[src/rtl/charge_session_ctrl.sv]
// Multi-bay charging session controller: validates session requests against the mode
// table and runs one IDLE/CHARGE/DONE session machine per bay. Optional macro: CHARGE_BOOST_EN.
module charge_session_ctrl #(
    parameter int CHANNELS = 2,
    parameter int TIME_W   = 12,
    parameter int MODE_W   = 4,
    parameter int RATE_W   = 4
) (
    input  logic                                        clock,
    input  logic                                        reset,
    input  logic                                        start,
    input  logic                                        stop,
    input  logic [((CHANNELS > 1) ? $clog2(CHANNELS) : 1)-1:0] chan_sel,
    input  logic [MODE_W-1:0]                           mode,
    input  logic [TIME_W-1:0]                           duration,
    input  logic                                        tick,
    output logic                                        accept,
    output logic                                        reject,
    output logic [CHANNELS-1:0]                         busy,
    output logic [CHANNELS-1:0]                         done,
    output logic [CHANNELS-1:0]                         counter_enable,
    output logic [CHANNELS*RATE_W-1:0]                  counter_input,
    output logic [CHANNELS*TIME_W-1:0]                  remaining_time
);

    typedef enum logic [1:0] {
        ST_IDLE   = 2'd0,
        ST_CHARGE = 2'd1,
        ST_DONE   = 2'd2
    } bay_state_t;

    // Returns {valid, rate}; unknown codes decode to an explicit invalid/zero pair.
    function automatic logic [RATE_W:0] decode_mode(input logic [MODE_W-1:0] m);
        logic [RATE_W:0] r;
        case (m)
            MODE_W'(4'b0010): r = {1'b1, RATE_W'(4'd1)};
            MODE_W'(4'b1010): r = {1'b1, RATE_W'(4'd5)};
`ifdef CHARGE_BOOST_EN
            MODE_W'(4'b1110): r = {1'b1, RATE_W'(4'd9)};
`endif
            default:          r = {1'b0, {RATE_W{1'b0}}};
        endcase
        return r;
    endfunction

    bay_state_t        state_r  [CHANNELS];
    bay_state_t        state_s  [CHANNELS];
    logic [TIME_W-1:0] remain_r [CHANNELS];
    logic [TIME_W-1:0] remain_s [CHANNELS];
    logic [RATE_W-1:0] rate_r   [CHANNELS];
    logic [RATE_W-1:0] rate_s   [CHANNELS];
    logic              accept_r, reject_r;
    logic              accept_s, reject_s;
    logic [RATE_W:0]   decode_s;
    logic              sel_ok_s;
    logic              target_idle_s;
    logic [CHANNELS-1:0] hit_s;

    // Request qualification: a Stop in the same cycle always forces a reject.
    always_comb begin
        decode_s      = decode_mode(mode);
        sel_ok_s      = (32'(chan_sel) < 32'(CHANNELS));
        target_idle_s = 1'b0;
        hit_s         = {CHANNELS{1'b0}};
        for (int i = 0; i < CHANNELS; i++) begin
            hit_s[i] = sel_ok_s && (32'(chan_sel) == 32'(i));
            if (hit_s[i] && (state_r[i] == ST_IDLE)) begin
                target_idle_s = 1'b1;
            end else begin
                target_idle_s = target_idle_s;
            end
        end
        accept_s = start && !stop && target_idle_s && decode_s[RATE_W]
                   && (duration != {TIME_W{1'b0}});
        reject_s = start && !accept_s;
    end

    // Per-bay session next state; Stop takes priority over Tick while charging.
    always_comb begin
        for (int i = 0; i < CHANNELS; i++) begin
            state_s[i]  = state_r[i];
            remain_s[i] = remain_r[i];
            rate_s[i]   = rate_r[i];
            case (state_r[i])
                ST_IDLE: begin
                    if (accept_s && hit_s[i]) begin
                        state_s[i]  = ST_CHARGE;
                        remain_s[i] = duration;
                        rate_s[i]   = decode_s[RATE_W-1:0];
                    end else begin
                        state_s[i]  = ST_IDLE;
                    end
                end
                ST_CHARGE: begin
                    if (stop && hit_s[i]) begin
                        state_s[i]  = ST_IDLE;
                        remain_s[i] = {TIME_W{1'b0}};
                        rate_s[i]   = {RATE_W{1'b0}};
                    end else if (tick && (remain_r[i] == TIME_W'(1'b1))) begin
                        state_s[i]  = ST_DONE;
                        remain_s[i] = {TIME_W{1'b0}};
                        rate_s[i]   = {RATE_W{1'b0}};
                    end else if (tick && (remain_r[i] != {TIME_W{1'b0}})) begin
                        remain_s[i] = remain_r[i] - TIME_W'(1'b1);
                    end else begin
                        state_s[i]  = ST_CHARGE;
                    end
                end
                ST_DONE: begin
                    state_s[i]  = ST_IDLE;
                    remain_s[i] = {TIME_W{1'b0}};
                    rate_s[i]   = {RATE_W{1'b0}};
                end
                default: begin
                    state_s[i]  = ST_IDLE;
                    remain_s[i] = {TIME_W{1'b0}};
                    rate_s[i]   = {RATE_W{1'b0}};
                end
            endcase
        end
    end

    // State and output registers with synchronous reset overriding all inputs.
    always_ff @(posedge clock) begin
        if (reset) begin
            accept_r <= 1'b0;
            reject_r <= 1'b0;
            for (int i = 0; i < CHANNELS; i++) begin
                state_r[i]  <= ST_IDLE;
                remain_r[i] <= {TIME_W{1'b0}};
                rate_r[i]   <= {RATE_W{1'b0}};
            end
        end else begin
            accept_r <= accept_s;
            reject_r <= reject_s;
            for (int i = 0; i < CHANNELS; i++) begin
                state_r[i]  <= state_s[i];
                remain_r[i] <= remain_s[i];
                rate_r[i]   <= rate_s[i];
            end
        end
    end

    assign accept = accept_r;
    assign reject = reject_r;

    for (genvar g = 0; g < CHANNELS; g++) begin : g_bay
        assign busy[g]           = (state_r[g] != ST_IDLE);
        assign done[g]           = (state_r[g] == ST_DONE);
        assign counter_enable[g] = (state_r[g] == ST_CHARGE);
        assign counter_input[g*RATE_W +: RATE_W]  = rate_r[g];
        assign remaining_time[g*TIME_W +: TIME_W] = remain_r[g];
    end

endmodule

[config.mk]
export PLATFORM = sky130hd
export DESIGN_NAME = charge_session_ctrl
export DESIGN_NICKNAME = d
export VERILOG_FILES = /design/src/rtl/charge_session_ctrl.sv
export SDC_FILE = /design/constraint.sdc
export NUM_CORES = 1
export LEC_CHECK = 0
export CAP_MARGIN = 20
export CORE_MARGIN = 2
export CORE_UTILIZATION = 43
export DETAILED_ROUTE_END_ITERATION = 7
export PLACE_DENSITY = 0.85
export SETUP_SLACK_MARGIN = 0.5
export SYNTH_ARGS = -nofsm -noshare
export SYNTH_HDL_FRONTEND = slang
export SYNTH_SLANG_ARGS = --single-unit
[constraint.sdc]
create_clock -name clock -period 2.25 [get_ports clock]
set_input_delay 0.45 -clock clock [delete_from_list [all_inputs] [get_ports clock]]
set_output_delay 0.45 -clock clock [all_outputs]
set_load 0.005 [all_outputs]
==> results of run 1 <==
stage by stage:
stage	instance area, um2	hold WS [ns]
finish	3690	0.504
global route	3690	0.522
CTS	3550	0.497
detailed placement	3210	0.482
global placement	3210	0.470
floorplan	2320	0.470
state kept, by name (all words and copies together), names as in the netlist:
signal,flops
remain_r,24
accept,1
rate_r,4
state_r,4
reject,1
cell families (layout without fill, tap and decap cells):
logic type,after synthesis,in the layout,synth area share [%]
simple gates,96,97,25.0
flops,34,34,31.3
fa+ha+maj,4,4,2.30
compound gates,87,87,31.3
buf+inv,34,145,7.13
other cells,1,4,0.172
xor+xnor,7,7,2.82
cell type report:
| type | count | area [um2] |
|---|---|---|
| Multi-Input combinational cell | 199 | 1640 |
| Fill cell | 316 | 1100 |
| Timing Repair Buffer | 120 | 1090 |
| Clock buffer | 7 | 86.3 |
| Clock inverter | 1 | 5.00 |
| Tap cell | 67 | 83.8 |
| Sequential cell | 34 | 716 |
| Inverter | 17 | 68.8 |
report_power, final:
group | total [mW] | internal (mW) | switching, mW
registers | 0.614 | 0.604 | 0.0103
logic | 0.297 | 0.148 | 0.149
clock network | 0.482 | 0.247 | 0.235
how the worst max path moves through the flow:
stage / start / endpoint / slack [ns] / cells after the start
floorplan: remain_r[0][0] / remain_r[0][7] / 0.08 / 8
global placement: tick / remain_r[0][20] / -0.14 / 6
detailed placement: tick / remain_r[0][13] / -0.22 / 7
CTS: remain_r[0][13] / remain_r[0][14] / 0.15 / 8
global route: chan_sel / remain_r[0][20] / 0.03 / 8
finish: remain_r[0][13] / remain_r[0][20] / 0.09 / 8
synthesized netlist by cell type (3+ instances only):
master	instances	area, um2
a211oi_1	3	22.5
a21oi_1	18	90.1
a22o_1	11	96.3
a22oi_1	7	52.6
a32oi_1	4	35.0
buf_2	3	15.0
buf_4	4	30.0
clkbuf_1	7	26.3
dfxtp_1	34	681
ha_1	4	50.1
inv_1	16	60.1
nand2_1	15	56.3
nand2b_1	4	25.0
nand3_1	8	40.0
nor2_1	12	45.0
nor2b_1	5	31.3
nor3_1	14	70.1
nor4_1	13	81.3
o21ai_0	6	30.0
o31ai_1	7	52.6
o32ai_1	6	52.6
o41ai_1	3	26.3
or2_2	5	31.3
or3_1	5	31.3
xor2_1	5	43.8
critical path, delay by kind of cell, from the launching register on:
kind / cells / cell delay, ns
compound gates: 3 / 0.64
flops: 1 / 0.36
buf+inv: 2 / 0.22
simple gates: 2 / 0.68
fa+ha+maj: 1 / 0.15
routing by layer:
metal  track usage (%)  up-vias  wire length (um)
met4              13.6        0               247
li1                  -     1239                 -
met2              42.9      166              3910
met1              39.6     1272              3540
met5                 0        -                 0
met3              4.42       23               588
cell usage in the layout, fill, tap and decap left out, types with 7 or more instances in the layout:
| cell type | n |
|---|---|
| dfxtp_2 | 10 |
| inv_1 | 12 |
| a22o_1 | 11 |
| nor2_1 | 10 |
| a22oi_1 | 7 |
| dlymetal6s2s_1 | 15 |
| nand2_1 | 14 |
| clkdlybuf4s50_1 | 34 |
| dlygate4sd2_1 | 8 |
| a21oi_1 | 16 |
| buf_4 | 58 |
| nor3_1 | 13 |
| nor4_1 | 7 |
| dfxtp_1 | 18 |
| o31ai_1 | 7 |
timing repair:
item | 4_1_cts | 5_1_grt
resized for setup | 46 | 36
gates cloned | 1 | 0
buffers inserted | 13 | 4
endpoints found under the setup margin | 38 | 47
pin swaps | 22 | 12
hold endpoints to repair | 0 | 0
==> flow_summary_export.csv, run 1 <==
group,metric,value,unit
detailed_routing,drtAntennaViolNets,0,
sta,fin_setup_tns,0,ns
detailed_routing,vias,2700,
grt,grt_max_degree,17,
floorplan,die_h,75.1,um
sta,layout_setup_ws,0.0900,ns
cts,cts_made_buffers,5,
setup_path,rrSetupSlack,0.09,ns
setup_path,cp.arrival,2.35,ns
pwr,total_power,1.39,mW
grt,antenna_found_initial,0,
sta,max_freq,0.463,GHz
cts,clkTransAtPathRegs,0.07,ns
sta,min_period,2.16,ns
setup_path,rr_endpoint,"remain_r[0][20]",
logic_synthesis,yosysUniqueCellTypes,62,
sta,min_period_over_period,96.0,%
logic_synthesis,synth_ff_type,"dfxtp_1",
setup_path,worstPathCellList,"inv_4, ha_4, or4b_1, o41a_1, o211ai_2, buf_6, a221oi_1, nor3_1",
cts,cts-root-buf,"clkbuf_8",
cells_and_area,syn2layout_area_growth,69.6,%
logic_synthesis,synth_edf_count,0,
setup_path,cp-start-kind,"register",
place,hpwlAfterDp,5480,um
setup_path,slowest_delay,0.47,ns
detailed_routing,post_drt_via_cell_ratio,6.07,
outcome,status,"completed",
grt,grt-ovfl-total,0,
sta,worst_slew_pin_slew,0.492,ns
floorplan,ioPinCount,62,
sta,finClkSkew,0.00598,ns
floorplan,fp.dieW,75.1,um
grt,first_global_vias,2478,
grt,grtUsageTotal,28.4,%
pwr,ir_drop,327,uV
floorplan,rows,25,
setup_path,critPathMaxFanout,8,
worst_hold_path,hold_end,"rate_r[0][4]",
cts,cts_tree,"yes",
sta,finalSetupViolCount,0,
setup_path,worstSetupPathType,"register to register",
logic_synthesis,yosysWarnings,0,
detailed_routing,drt_wl_total,8290,um
place,place_congestion,0.992,
place,preCtsSetupSlack,-0.220,ns
cts,cts.path.max_buffers,2,
setup_path,cpMaxStageDelayCell,"or4b_1",
floorplan,start_util,45.5,%
cts,holdBufCountCts,0,
sta,rsz0062_at_grt,"true",
cells_and_area,fin_nets,403,
worst_hold_path,hold_depth,2,
place,numPortBuffers,57,
worst_hold_path,hold_path_class,"register to register",
cts,h-tree-depth,2,
cells_and_area,n_antenna_cell,0,
sta,maxSlewHeadroom,66.9,%
logic_synthesis,syn_inst,263,
grt,grt_pass1_wl,12200,um
setup_path,critPathCaptureType,"register",
setup_path,required,2.44,ns
floorplan,core,4790,um2
pwr,p_per_area,378,nW/um2
logic_synthesis,yosysSeqAreaShare,31.3,%
cells_and_area,final_util,77.1,%
logic_synthesis,async_reset_ff_share,0,%
detailed_routing,post_drt_wl_per_cell,18.6,um
logic_synthesis,synth_area_per_cell,8.27,um2
floorplan,die_area,5650,um2
cells_and_area,drive_above_1_share,38.1,%
place,dp.cells,419,
cts,clock_sinks,34,
logic_synthesis,netlist_area,2180,um2
detailed_routing,post-route-drc-count,0,
worst_hold_path,hold_start,"rate_r[0][4]",
sta,drv_slew,0,
cells_and_area,layout.cells.non_filler,445,
detailed_routing,drt-initial-drc-count,290,
setup_path,worst_r2r_path_depth,8,
detailed_routing,firstDrtPassIters,5,
logic_synthesis,ys_ff_latch,34,
run,drv.max_cap_violation_count,0,
pwr,p_leak,1.69,nW
cts,clk_latency,0.29,ns
setup_path,timing.rr.start,"remain_r[0][13]",
sta,hold_violations,0,
Power figures use the tool's default switching activity.
==> inputs of run 2 (changes only) <==
SKIP_LAST_GASP = 1   (was unset)
==> results of run 2 <==
The final DEF is identical to that of run 1; final timing and power are the same.
==> inputs of run 3 (changes only) <==
GPL_ROUTABILITY_DRIVEN = 1   (was unset)
==> results of run 3 <==
The final DEF is identical to that of run 1; final timing and power are the same.
